`config.mk`:
```
export PLATFORM = sky130hd
export DESIGN_NAME = systolic_tile_controller_flat
export DESIGN_NICKNAME = d
export VERILOG_FILES = /design/src/rtl/systolic_tile_controller_pkg.sv /design/src/rtl/systolic_tile_controller_if.sv /design/src/rtl/systolic_tile_controller.sv /design/src/flat_wrapper.sv
export SDC_FILE = /design/constraint.sdc
export NUM_CORES = 1
export LEC_CHECK = 0
export CAP_MARGIN = 5
export CELL_PAD_IN_SITES_DETAIL_PLACEMENT = 1
export CELL_PAD_IN_SITES_GLOBAL_PLACEMENT = 1
export CORE_AREA = 2 2 101 103
export CTS_BUF_LIST = sky130_fd_sc_hd__clkbuf_2 sky130_fd_sc_hd__clkbuf_4 sky130_fd_sc_hd__clkbuf_8
export CTS_CLUSTER_SIZE = 30
export DETAILED_ROUTE_END_ITERATION = 16
export DIE_AREA = 0 0 103 105
export DONT_BUFFER_PORTS = 1
export PLACE_DENSITY = 0.71
export SLEW_MARGIN = 20
export SYNTH_ARGS = -nofsm -noshare
export SYNTH_HDL_FRONTEND = slang
export SYNTH_SLANG_ARGS = --single-unit
```
`constraint.sdc`:
```
create_clock -name clk -period 4.1 [get_ports clk]
set_input_delay 0.82 -clock clk [delete_from_list [all_inputs] [get_ports clk]]
set_output_delay 0.82 -clock clk [all_outputs]
set_load 0.01 [all_outputs]
```
`src/rtl/systolic_tile_controller_pkg.sv`:
```
// Shared types for the systolic tile controller.
// Holds the FSM state enum and the array pipeline latency helper.
package systolic_pkg;

    typedef enum logic [2:0] {
        IDLE,
        LOAD_W,
        COMPUTE,
        DRAIN,
        DONE
    } state_t;

    function automatic int calc_lat(input int n);
        return 2 * n - 2;
    endfunction

endpackage

```
`src/rtl/systolic_tile_controller_if.sv`:
```
// Job, array and buffer signals of the systolic tile controller.
// SYSCTRL_STALL_CNT_EN adds the stall_cnt output.
interface systolic_tile_controller_if #(
    parameter int MAX_ROWS   = 512,
    parameter int MAX_TILES  = 16,
    parameter int ADDR_WIDTH = 10
) ();
    localparam int RW = $clog2(MAX_ROWS + 1);
    localparam int TW = $clog2(MAX_TILES + 1);
    localparam int IW = (MAX_TILES > 1) ? $clog2(MAX_TILES) : 1;

    logic                  start;
    logic [RW-1:0]         cfg_rows;
    logic [TW-1:0]         cfg_tiles;
    logic                  wt_valid;
    logic                  in_valid;
    logic                  sys_wt_en;
    logic                  sys_en;
    logic                  rd_en;
    logic [ADDR_WIDTH-1:0] rd_addr;
    logic                  we;
    logic [ADDR_WIDTH-1:0] wr_addr;
    logic                  acc_en;
    logic [IW-1:0]         tile_idx;
    logic                  ready;
    logic                  busy;
    logic                  done;
`ifdef SYSCTRL_STALL_CNT_EN
    logic [31:0]           stall_cnt;
`endif

    modport master (
        output start, cfg_rows, cfg_tiles, wt_valid, in_valid,
        input  sys_wt_en, sys_en, rd_en, rd_addr, we, wr_addr,
        input  acc_en, tile_idx, ready, busy, done
`ifdef SYSCTRL_STALL_CNT_EN
        , input stall_cnt
`endif
    );

    modport slave (
        input  start, cfg_rows, cfg_tiles, wt_valid, in_valid,
        output sys_wt_en, sys_en, rd_en, rd_addr, we, wr_addr,
        output acc_en, tile_idx, ready, busy, done
`ifdef SYSCTRL_STALL_CNT_EN
        , output stall_cnt
`endif
    );

endinterface

```
`src/rtl/systolic_tile_controller.sv`:
```
// Sequences weight load, row streaming and drain for a systolic array.
// SYSCTRL_STALL_CNT_EN adds a saturating COMPUTE stall counter.
module systolic_tile_controller
    import systolic_pkg::*;
#(
    parameter int N_SIZE     = 32,
    parameter int MAX_ROWS   = 512,
    parameter int MAX_TILES  = 16,
    parameter int ADDR_WIDTH = 10
) (
    input  logic clk,
    input  logic rst,
    systolic_tile_controller_if.slave bus
);
    localparam int LAT = calc_lat(N_SIZE);
    localparam int RW  = $clog2(MAX_ROWS + 1);
    localparam int TW  = $clog2(MAX_TILES + 1);
    localparam int IW  = (MAX_TILES > 1) ? $clog2(MAX_TILES) : 1;
    localparam int CW  = $clog2(MAX_ROWS + LAT + 1);
    localparam int BW  = $clog2(N_SIZE + 1);

    state_t state_q, state_d;

    logic [RW-1:0]         rows_q;
    logic [TW-1:0]         tiles_q;
    logic [IW-1:0]         tile_q;
    logic [BW-1:0]         beat_q;
    logic [RW-1:0]         row_q;
    logic [CW-1:0]         adv_q;
    logic [ADDR_WIDTH-1:0] wr_q;
    logic                  busy_q;
    logic                  done_q;

    logic [RW-1:0] rows_clamp;
    logic [TW-1:0] tiles_clamp;
    logic          accept;
    logic          more_tiles;
    logic          sys_wt_en, sys_en, rd_en, we;

    assign rows_clamp  = (bus.cfg_rows > RW'(MAX_ROWS)) ?
                         RW'(MAX_ROWS) : bus.cfg_rows;
    assign tiles_clamp = (bus.cfg_tiles > TW'(MAX_TILES)) ?
                         TW'(MAX_TILES) : bus.cfg_tiles;
    assign accept      = (state_q == IDLE) && bus.start;
    assign more_tiles  = (TW'(tile_q) + TW'(1)) < tiles_q;

    always_comb begin
        state_d   = state_q;
        sys_wt_en = 1'b0;
        sys_en    = 1'b0;
        rd_en     = 1'b0;
        unique case (state_q)
            IDLE: begin
                if (bus.start) begin
                    if (rows_clamp == '0 || tiles_clamp == '0)
                        state_d = DONE;
                    else
                        state_d = LOAD_W;
                end
            end
            LOAD_W: begin
                sys_wt_en = bus.wt_valid;
                if (bus.wt_valid && beat_q == BW'(N_SIZE - 1))
                    state_d = COMPUTE;
            end
            COMPUTE: begin
                sys_en = bus.in_valid;
                rd_en  = bus.in_valid;
                if (bus.in_valid && row_q == rows_q - RW'(1))
                    state_d = DRAIN;
            end
            DRAIN: begin
                sys_en = 1'b1;
                if (adv_q == CW'(rows_q) + CW'(LAT - 1))
                    state_d = more_tiles ? LOAD_W : DONE;
            end
            DONE: state_d = IDLE;
            default: state_d = IDLE;
        endcase
        // Mealy strobes must read idle while reset is being applied
        if (rst) begin
            sys_wt_en = 1'b0;
            sys_en    = 1'b0;
            rd_en     = 1'b0;
        end
    end

    assign we = sys_en && (adv_q >= CW'(LAT)) &&
                (adv_q < CW'(rows_q) + CW'(LAT));

    always_ff @(posedge clk) begin
        if (rst) begin
            state_q <= IDLE;
            rows_q  <= '0;
            tiles_q <= '0;
            tile_q  <= '0;
            beat_q  <= '0;
            row_q   <= '0;
            adv_q   <= '0;
            wr_q    <= '0;
            busy_q  <= 1'b0;
            done_q  <= 1'b0;
        end else begin
            state_q <= state_d;
            busy_q  <= (state_d != IDLE);
            done_q  <= (state_d == DONE);
            if (accept) begin
                rows_q  <= rows_clamp;
                tiles_q <= tiles_clamp;
                tile_q  <= '0;
            end
            if (state_d == LOAD_W && state_q != LOAD_W) begin
                beat_q <= '0;
                row_q  <= '0;
                adv_q  <= '0;
                wr_q   <= '0;
            end else begin
                if (sys_wt_en) beat_q <= beat_q + BW'(1);
                if (rd_en)     row_q  <= row_q + RW'(1);
                if (sys_en)    adv_q  <= adv_q + CW'(1);
                if (we)        wr_q   <= wr_q + ADDR_WIDTH'(1);
            end
            if (state_q == DRAIN && state_d == LOAD_W)
                tile_q <= tile_q + IW'(1);
        end
    end

`ifdef SYSCTRL_STALL_CNT_EN
    logic [31:0] stall_q;

    always_ff @(posedge clk) begin
        if (rst || accept)
            stall_q <= '0;
        else if (state_q == COMPUTE && !bus.in_valid && stall_q != '1)
            stall_q <= stall_q + 32'd1;
    end

    assign bus.stall_cnt = stall_q;
`endif

    assign bus.sys_wt_en = sys_wt_en;
    assign bus.sys_en    = sys_en;
    assign bus.rd_en     = rd_en;
    assign bus.rd_addr   = ADDR_WIDTH'(row_q);
    assign bus.we        = we;
    assign bus.wr_addr   = wr_q;
    assign bus.acc_en    = we && (tile_q != '0);
    assign bus.tile_idx  = tile_q;
    assign bus.busy      = busy_q;
    assign bus.ready     = !busy_q;
    assign bus.done      = done_q;

endmodule

```
`src/flat_wrapper.sv`:
```
// flat-port wrapper written by rule: the top's interface ports become plain ports
module systolic_tile_controller_flat import systolic_pkg::*;
#(
    parameter int N_SIZE     = 32,
    parameter int MAX_ROWS   = 512,
    parameter int MAX_TILES  = 16,
    parameter int ADDR_WIDTH = 10
)
  (clk, rst, bus_start, bus_cfg_rows, bus_cfg_tiles, bus_wt_valid, bus_in_valid, bus_sys_wt_en, bus_sys_en, bus_rd_en, bus_rd_addr, bus_we, bus_wr_addr, bus_acc_en, bus_tile_idx, bus_ready, bus_busy, bus_done);
  systolic_tile_controller_if #(.MAX_ROWS(MAX_ROWS), .MAX_TILES(MAX_TILES), .ADDR_WIDTH(ADDR_WIDTH)) bus_i ();
  input  logic clk;
  input  logic rst;
  input wire logic [$bits(bus_i.start)-1:0] bus_start;
  input wire logic [$bits(bus_i.cfg_rows)-1:0] bus_cfg_rows;
  input wire logic [$bits(bus_i.cfg_tiles)-1:0] bus_cfg_tiles;
  input wire logic [$bits(bus_i.wt_valid)-1:0] bus_wt_valid;
  input wire logic [$bits(bus_i.in_valid)-1:0] bus_in_valid;
  output wire logic [$bits(bus_i.sys_wt_en)-1:0] bus_sys_wt_en;
  output wire logic [$bits(bus_i.sys_en)-1:0] bus_sys_en;
  output wire logic [$bits(bus_i.rd_en)-1:0] bus_rd_en;
  output wire logic [$bits(bus_i.rd_addr)-1:0] bus_rd_addr;
  output wire logic [$bits(bus_i.we)-1:0] bus_we;
  output wire logic [$bits(bus_i.wr_addr)-1:0] bus_wr_addr;
  output wire logic [$bits(bus_i.acc_en)-1:0] bus_acc_en;
  output wire logic [$bits(bus_i.tile_idx)-1:0] bus_tile_idx;
  output wire logic [$bits(bus_i.ready)-1:0] bus_ready;
  output wire logic [$bits(bus_i.busy)-1:0] bus_busy;
  output wire logic [$bits(bus_i.done)-1:0] bus_done;
  assign bus_i.start = bus_start;
  assign bus_i.cfg_rows = bus_cfg_rows;
  assign bus_i.cfg_tiles = bus_cfg_tiles;
  assign bus_i.wt_valid = bus_wt_valid;
  assign bus_i.in_valid = bus_in_valid;
  assign bus_sys_wt_en = bus_i.sys_wt_en;
  assign bus_sys_en = bus_i.sys_en;
  assign bus_rd_en = bus_i.rd_en;
  assign bus_rd_addr = bus_i.rd_addr;
  assign bus_we = bus_i.we;
  assign bus_wr_addr = bus_i.wr_addr;
  assign bus_acc_en = bus_i.acc_en;
  assign bus_tile_idx = bus_i.tile_idx;
  assign bus_ready = bus_i.ready;
  assign bus_busy = bus_i.busy;
  assign bus_done = bus_i.done;
  systolic_tile_controller #(.N_SIZE(N_SIZE), .MAX_ROWS(MAX_ROWS), .MAX_TILES(MAX_TILES), .ADDR_WIDTH(ADDR_WIDTH)) u_core (.clk(clk), .rst(rst), .bus(bus_i));
endmodule
```
==> impl_metrics.env, run 1 <==
export IMPL_run_status="finished clean"
export IMPL_antenna_found_initial=0
export IMPL_vias=3291
export IMPL_grt_pass1_vias=3343
export IMPL_powerDensity_nw_per_um2=322
export IMPL_ant_nets=0
export IMPL_io_pin_count=52
export IMPL_criticalPathCategory="flip-flop to output pin"
export IMPL_hold_class="flip-flop to flip-flop"
export IMPL_timing_critical_path_mode_cell="ha_1"
export IMPL_holdBufCountCts=0
export IMPL_finalSetupTns_ps=0
export IMPL_synth_async_reset_ratio_pct=0
export IMPL_synth_top_area_cell="dfxtp_1"
export IMPL_cp_max_fo=7
export IMPL_core_area_um2=9640
export IMPL_start_util_pct=39.7
export IMPL_worstSkewPairLatency_ps=360
export IMPL_cp_data_required_time_ps=3280
export IMPL_synth_top_area_share_pct=31.4
export IMPL_rows=36
export IMPL_synth_edf_count=0
export IMPL_min_period_over_period_pct=97.9
export IMPL_path_clk_slew_ps=70
export IMPL_clk_path_buf_depth=2
export IMPL_cts_tree="built"
export IMPL_reg2reg_from="u_core.rows_q[2]$_SDFFE_PP0P_"
export IMPL_gp_congestion=0.814
export IMPL_drc_errors=0
export IMPL_tightestPinTransition_ps=742
export IMPL_endpoint_kind="output pin"
export IMPL_drtPass1Iterations=7
export IMPL_setup_viol=0
export IMPL_max_freq_mhz=249
export IMPL_dieArea_um2=10800
export IMPL_rrSetupSlack_ps=700
export IMPL_maxCapViolCount=0
export IMPL_fin_nets=508
export IMPL_synth_area_um2=3820
export IMPL_p_leak_nw=1.54
export IMPL_total_power_mw=1.36
export IMPL_die_h_um=105
export IMPL_fin_skew_ps=12.9
export IMPL_routed_wl_mm=10.4
export IMPL_finalCriticalPeriod_ps=4010
export IMPL_slew_headroom_pct=50.3
export IMPL_synth_cells=464
export IMPL_ys_seq_area_share_pct=31.4
export IMPL_synth_flop_cell="dfxtp_1"
export IMPL_reg2reg_to="u_core.bus.wr_addr[7]$_SDFFE_PP0P_"
export IMPL_cp_start_kind="flip-flop"
export IMPL_cp_slowest_cell="or4b_4"
export IMPL_n_fill_cell=1176
export IMPL_syn_nets=510
export IMPL_drive_above_1_share_pct=9.85
export IMPL_yosysWarnings=0
export IMPL_grt_use_total_pct=20.3
export IMPL_area_growth_pct=10.1
export IMPL_grt_max_degree=37
export IMPL_final_cell_mix="dfxtp_1, nor2_1, xnor2_1, nand2_1, a21oi_1"
export IMPL_clock_sinks=60
export IMPL_grt_overflow=0
export IMPL_irDropWorstVdd_mv=0.157
export IMPL_worstSetupStartpoint="u_core.rows_q[2]$_SDFFE_PP0P_"
export IMPL_portBuffers=0
export IMPL_hold_viol_final=0
export IMPL_ys_ff_latch=60
export IMPL_critPathArrivalTime_ps=3190
export IMPL_slew_viol_final=0
export IMPL_cp_cell_sequence="inv_2, ha_1, or4b_4, nand2_1, xor2_1, ha_1, a21o_1, a21oi_4, nor2b_4, a221oi_4, or2_4, a21oi_2"
export IMPL_numCtsBuffers=9
export IMPL_syn_avg_cell_area_um2=8.24
export IMPL_h_tree_depth=3
export IMPL_final_common_cell="dfxtp_1"
export IMPL_cts_setup_buffers=0
export IMPL_r2r_cells=13
export IMPL_critPathCapture="bus_acc_en"
export IMPL_fp_dieW_um=103
export IMPL_first_iter_violations=113
export IMPL_yosys_top_cells_area="dfxtp_1, xnor2_1, ha_1"
export IMPL_wire_per_inst_um=17.4
export IMPL_critical_path_max_stage_delay_ps=510
export IMPL_vias_per_cell=5.49
export IMPL_grt_pass1_wl_mm=17.3
export IMPL_synth_distinct_cells=53
export IMPL_diodes=0
export IMPL_cts_root_buf="clkbuf_8"
export IMPL_dp_hpwl_mm=7.77
==> critical path: cells and delay by family, from the launching register on <==
| kind | cells | cell delay (ps) |
|---|---|---|
| adders and majority gates | 2 | 450 |
| AOI/OAI and AO/OA | 4 | 630 |
| xor gates and xnor gates | 1 | 190 |
| and+or+nand+nor | 4 | 1120 |
| buffers and inverters | 1 | 100 |
| DFF | 1 | 340 |
==> cell usage after synthesis (5+ instances only) <==
library cell	number
nand3_1	20
a21oi_1	29
and3_1	9
nand3b_1	12
xnor2_1	40
nor3_1	7
o21ai_0	9
xor2_1	20
nand4_1	15
inv_1	24
nor3b_1	5
dfxtp_1	60
nand2_1	39
clkbuf_1	14
ha_1	26
nor2_1	48
nor4_1	7
nor2_2	10
==> layout make-up <==
cell class | instances | area (um^2) | area share (%)
Clock buffer | 11 | 145 | 3.45
Timing Repair Buffer | 8 | 60.1 | 1.43
Sequential cell | 60 | 1200 | 28.5
Inverter | 24 | 90.1 | 2.14
Tap cell | 133 | 166 | 3.95
Clock inverter | 5 | 75.1 | 1.78
Multi-Input combinational cell | 359 | 2470 | 58.7
==> stage by stage <==
step / setup slack, ps / std cells / hold WS [ps] / area [um^2] / utilization, %
floorplan: 257 / 464 / 432 / 3820 / -
global placement: 154 / 584 / 434 / 3950 / 40.9
detailed placement: 94.3 / 584 / 444 / 3950 / 40.9
CTS: 50.6 / 600 / 452 / 4200 / 43.5
global route: -15.6 / 600 / 477 / 4210 / 43.7
finish: 86.3 / 600 / 456 / 4210 / 43.7
==> registers in the layout (all words and copies together) (netlist names) <==
name	flops
u_core.bus.tile_idx	4
u_core.bus.busy	1
u_core.tiles_q	5
u_core.beat_q	6
u_core.bus.done	1
u_core.bus.wr_addr	10
u_core.adv_q	10
u_core.bus.rd_addr	10
u_core.rows_q	10
u_core.state_q	3
==> per-layer routing <==
| layer | up-vias | global-route usage (%) | part of all wire [%] |
|---|---|---|---|
| li1 | 1619 | - | - |
| met1 | 1618 | 26.1 | 46 |
| met5 | - | 0 | 0 |
| met3 | 12 | 4.35 | 3.6 |
| met2 | 42 | 33.8 | 50 |
| met4 | 0 | 5.73 | 1.1 |
==> cell families after synthesis <==
family | count (synthesis) | synth area share, %
XOR/XNOR | 60 | 13.7
buffers and inverters | 45 | 5.30
flip-flops | 60 | 31.4
multiplexers | 4 | 1.05
AO/OA/AOI/OAI | 75 | 13.5
AND/OR/NAND/NOR | 194 | 26.5
adder cells (fa/ha/maj) | 26 | 8.51
==> power by group <==
| group | switching, mW | internal, mW |
|---|---|---|
| clock network | 0.238 | 0.362 |
| registers | 0.0131 | 0.591 |
| logic | 0.0919 | 0.0605 |
| total | 0.343 | 1.01 |
==> timing repair <==
item / in CTS / in global routing
resized for setup: 6 / 4
pin swaps: 0 / 2
endpoints found under the setup margin: 2 / 2
cloned: 0 / 0
==> worst min path at each step <==
stage	from	end	slack, ps	depth (start not counted)
floorplan	u_core.tiles_q[1]$_SDFFE_PP0P_	u_core.tiles_q[1]$_SDFFE_PP0P_	430	2
global placement	u_core.tiles_q[3]$_SDFFE_PP0P_	u_core.tiles_q[3]$_SDFFE_PP0P_	430	2
detailed placement	u_core.tiles_q[2]$_SDFFE_PP0P_	u_core.tiles_q[2]$_SDFFE_PP0P_	440	2
CTS	u_core.tiles_q[2]$_SDFFE_PP0P_	u_core.tiles_q[2]$_SDFFE_PP0P_	450	2
global route	u_core.tiles_q[1]$_SDFFE_PP0P_	u_core.tiles_q[1]$_SDFFE_PP0P_	480	2
finish	u_core.tiles_q[2]$_SDFFE_PP0P_	u_core.tiles_q[2]$_SDFFE_PP0P_	460	2
(Power assumes the default switching activity.)
==> inputs of run 2 (changes only) <==
CTS_BUF_LIST = sky130_fd_sc_hd__clkbuf_8 sky130_fd_sc_hd__clkbuf_16   (was sky130_fd_sc_hd__clkbuf_2 sky130_fd_sc_hd__clkbuf_4 sky130_fd_sc_hd__clkbuf_8)
==> impl_metrics.env, run 2 (synthesis gave the netlist of run 1 again) <==
export IMPL_gp_congestion=0.814
export IMPL_start_util_pct=39.7
export IMPL_io_pin_count=52
export IMPL_fin_skew_ps=13.2
export IMPL_critical_path_max_stage_delay_ps=510
export IMPL_clockPowerShare_pct=43.9
export IMPL_core_area_um2=9640
export IMPL_grt_use_total_pct=20.3
export IMPL_drc_errors=0
export IMPL_comb_power_share_pct=11.3
export IMPL_cp_start_kind="flip-flop"
export IMPL_slew_headroom_pct=50.3
export IMPL_grt_pass1_vias=3343
export IMPL_fin_nets=508
export IMPL_first_iter_violations=113
export IMPL_tightestPinTransition_ps=742
export IMPL_p_int_mw=1.01
export IMPL_vias=3291
export IMPL_area_growth_pct=9.98
export IMPL_diodes=0
export IMPL_powerDensity_nw_per_um2=321
export IMPL_hold_end="u_core.tiles_q[2]$_SDFFE_PP0P_"
export IMPL_routed_wl_mm=10.4
export IMPL_numCtsBuffers=9
export IMPL_cp_max_fo=7
export IMPL_fp_dieW_um=103
export IMPL_path_clk_slew_ps=70
export IMPL_drtPass1Iterations=7
export IMPL_grt_overflow=0
export IMPL_fin_cells=600
export IMPL_drive_above_1_share_pct=9.64
export IMPL_run_status="finished clean"
export IMPL_seq_power_share_pct=44.8
export IMPL_hold_class="flip-flop to flip-flop"
export IMPL_sw_frac_of_total_pct=25.5
export IMPL_rrSetupSlack_ps=700
export IMPL_finalCriticalPeriod_ps=4010
export IMPL_reg2reg_from="u_core.rows_q[2]$_SDFFE_PP0P_"
export IMPL_dp_hpwl_mm=7.77
export IMPL_final_cell_mix="dfxtp_1, nor2_1, xnor2_1, nand2_1, a21oi_1"
export IMPL_die_h_um=105
export IMPL_dieArea_um2=10800
export IMPL_cp_slowest_cell="or4b_4"
export IMPL_p_leak_nw=1.54
export IMPL_max_freq_mhz=249
export IMPL_r2r_cells=13
export IMPL_portBuffers=0
export IMPL_hold_path_depth=2
export IMPL_final_common_cell="dfxtp_1"
export IMPL_ant_nets=0
export IMPL_cp_cell_sequence="inv_2, ha_1, or4b_4, nand2_1, xor2_1, ha_1, a21o_1, a21oi_4, nor2b_4, a221oi_4, or2_4, a21oi_2"
export IMPL_clk_path_buf_depth=2
export IMPL_grt_max_degree=37
export IMPL_h_tree_depth=3
export IMPL_hold_viol_final=0
export IMPL_wire_per_inst_um=17.4
export IMPL_worstHoldStart="u_core.tiles_q[2]$_SDFFE_PP0P_"
export IMPL_dp_cells=584
export IMPL_p_switching_mw=0.344
export IMPL_cp_data_required_time_ps=3280
export IMPL_critPathArrivalTime_ps=3190
export IMPL_reg2reg_to="u_core.bus.wr_addr[7]$_SDFFE_PP0P_"
export IMPL_place_area_um2=3950
export IMPL_worstSkewPairLatency_ps=360
export IMPL_final_area_um2=4210
export IMPL_irDropWorstVdd_mv=0.157
export IMPL_endpoint_kind="output pin"
export IMPL_antenna_found_initial=0
export IMPL_total_power_mw=1.35
export IMPL_cts_root_buf="clkbuf_8"
export IMPL_rows=36
export IMPL_clock_sinks=60
export IMPL_cts_tree="built"
export IMPL_min_period_over_period_pct=97.9
export IMPL_maxCapViolCount=0
export IMPL_grt_pass1_wl_mm=17.3
export IMPL_vias_per_cell=5.49
export IMPL_criticalPathCategory="flip-flop to output pin"
export IMPL_timing_critical_path_mode_cell="ha_1"
export IMPL_slew_viol_final=0
export IMPL_setup_viol=0
## run 2: changes by cell type in the layout (fill, tap and decap cells not counted)
cell	change
inv_1	+1
clkbuf_4	-1
## run 2: layout make-up
cell class	instances	area, um^2
fillers	1176	5430
multi-input cells	359	2470
flip-flops and latches	60	1200
well taps	133	166
clock buffers	10	138
inverters	24	90.1
clock inverters	6	78.8
repair buffers	8	60.1
## run 2: power groups by stage
stage	Combinational [mW]	Clock [mW]	Sequential, mW
after floorplan	0.129	0	0.609
after detailed placement	0.148	0	0.617
after global routing	0.170	0.631	0.605
after global placement	0.143	0	0.617
after CTS	0.152	0.608	0.604
final	0.152	0.592	0.604
## run 2: how the worst max path moves through the flow
stage                                  start          to  slack (ps)
2_1_floorplan  u_core.rows_q[2]$_SDFFE_PP0P_      bus_we         260
3_3_place_gp   u_core.rows_q[2]$_SDFFE_PP0P_      bus_we         150
3_5_place_dp   u_core.rows_q[4]$_SDFFE_PP0P_      bus_we          90
4_1_cts        u_core.rows_q[2]$_SDFFE_PP0P_  bus_acc_en          50
5_1_grt        u_core.rows_q[2]$_SDFFE_PP0P_  bus_acc_en         -20
6_report       u_core.rows_q[2]$_SDFFE_PP0P_  bus_acc_en          90
## run 2: what timing repair did
item                       4_1_cts  5_1_grt
buffers inserted                 0        0
cloned                           0        0
resized for setup                6        4
hold buffers                     0        0
setup endpoints to repair        2        2
pin swaps                        0        2
## run 2: critical path: cells and delay by family, from the launching register on
family / cells / cell delay [ps]
and+or+nand+nor: 4 / 1120
DFF: 1 / 340
xor gates and xnor gates: 1 / 190
AOI/OAI and AO/OA: 4 / 630
adders and majority gates: 2 / 450
buffers and inverters: 1 / 100
## run 2: per-stage QoR
stage | setup TNS [ps] | setup WS (ps) | hold slack, ps | utilization (%)
detailed placement | 0 | 94.3 | 444 | 40.9
finish | 0 | 86.3 | 456 | 43.6
CTS | 0 | 50.6 | 452 | 43.5
global route | -24.3 | -15.6 | 477 | 43.6
global placement | 0 | 154 | 434 | 40.9
floorplan | 0 | 257 | 432 | -
## run 2: per-layer routing
| layer | global-route usage (%) | vias up | routed length (um) |
|---|---|---|---|
| met4 | 5.73 | 0 | 119 |
| met5 | 0 | - | 0 |
| met2 | 33.8 | 42 | 5180 |
| met1 | 26.1 | 1618 | 4750 |
| met3 | 4.35 | 12 | 375 |
| li1 | - | 1619 | - |
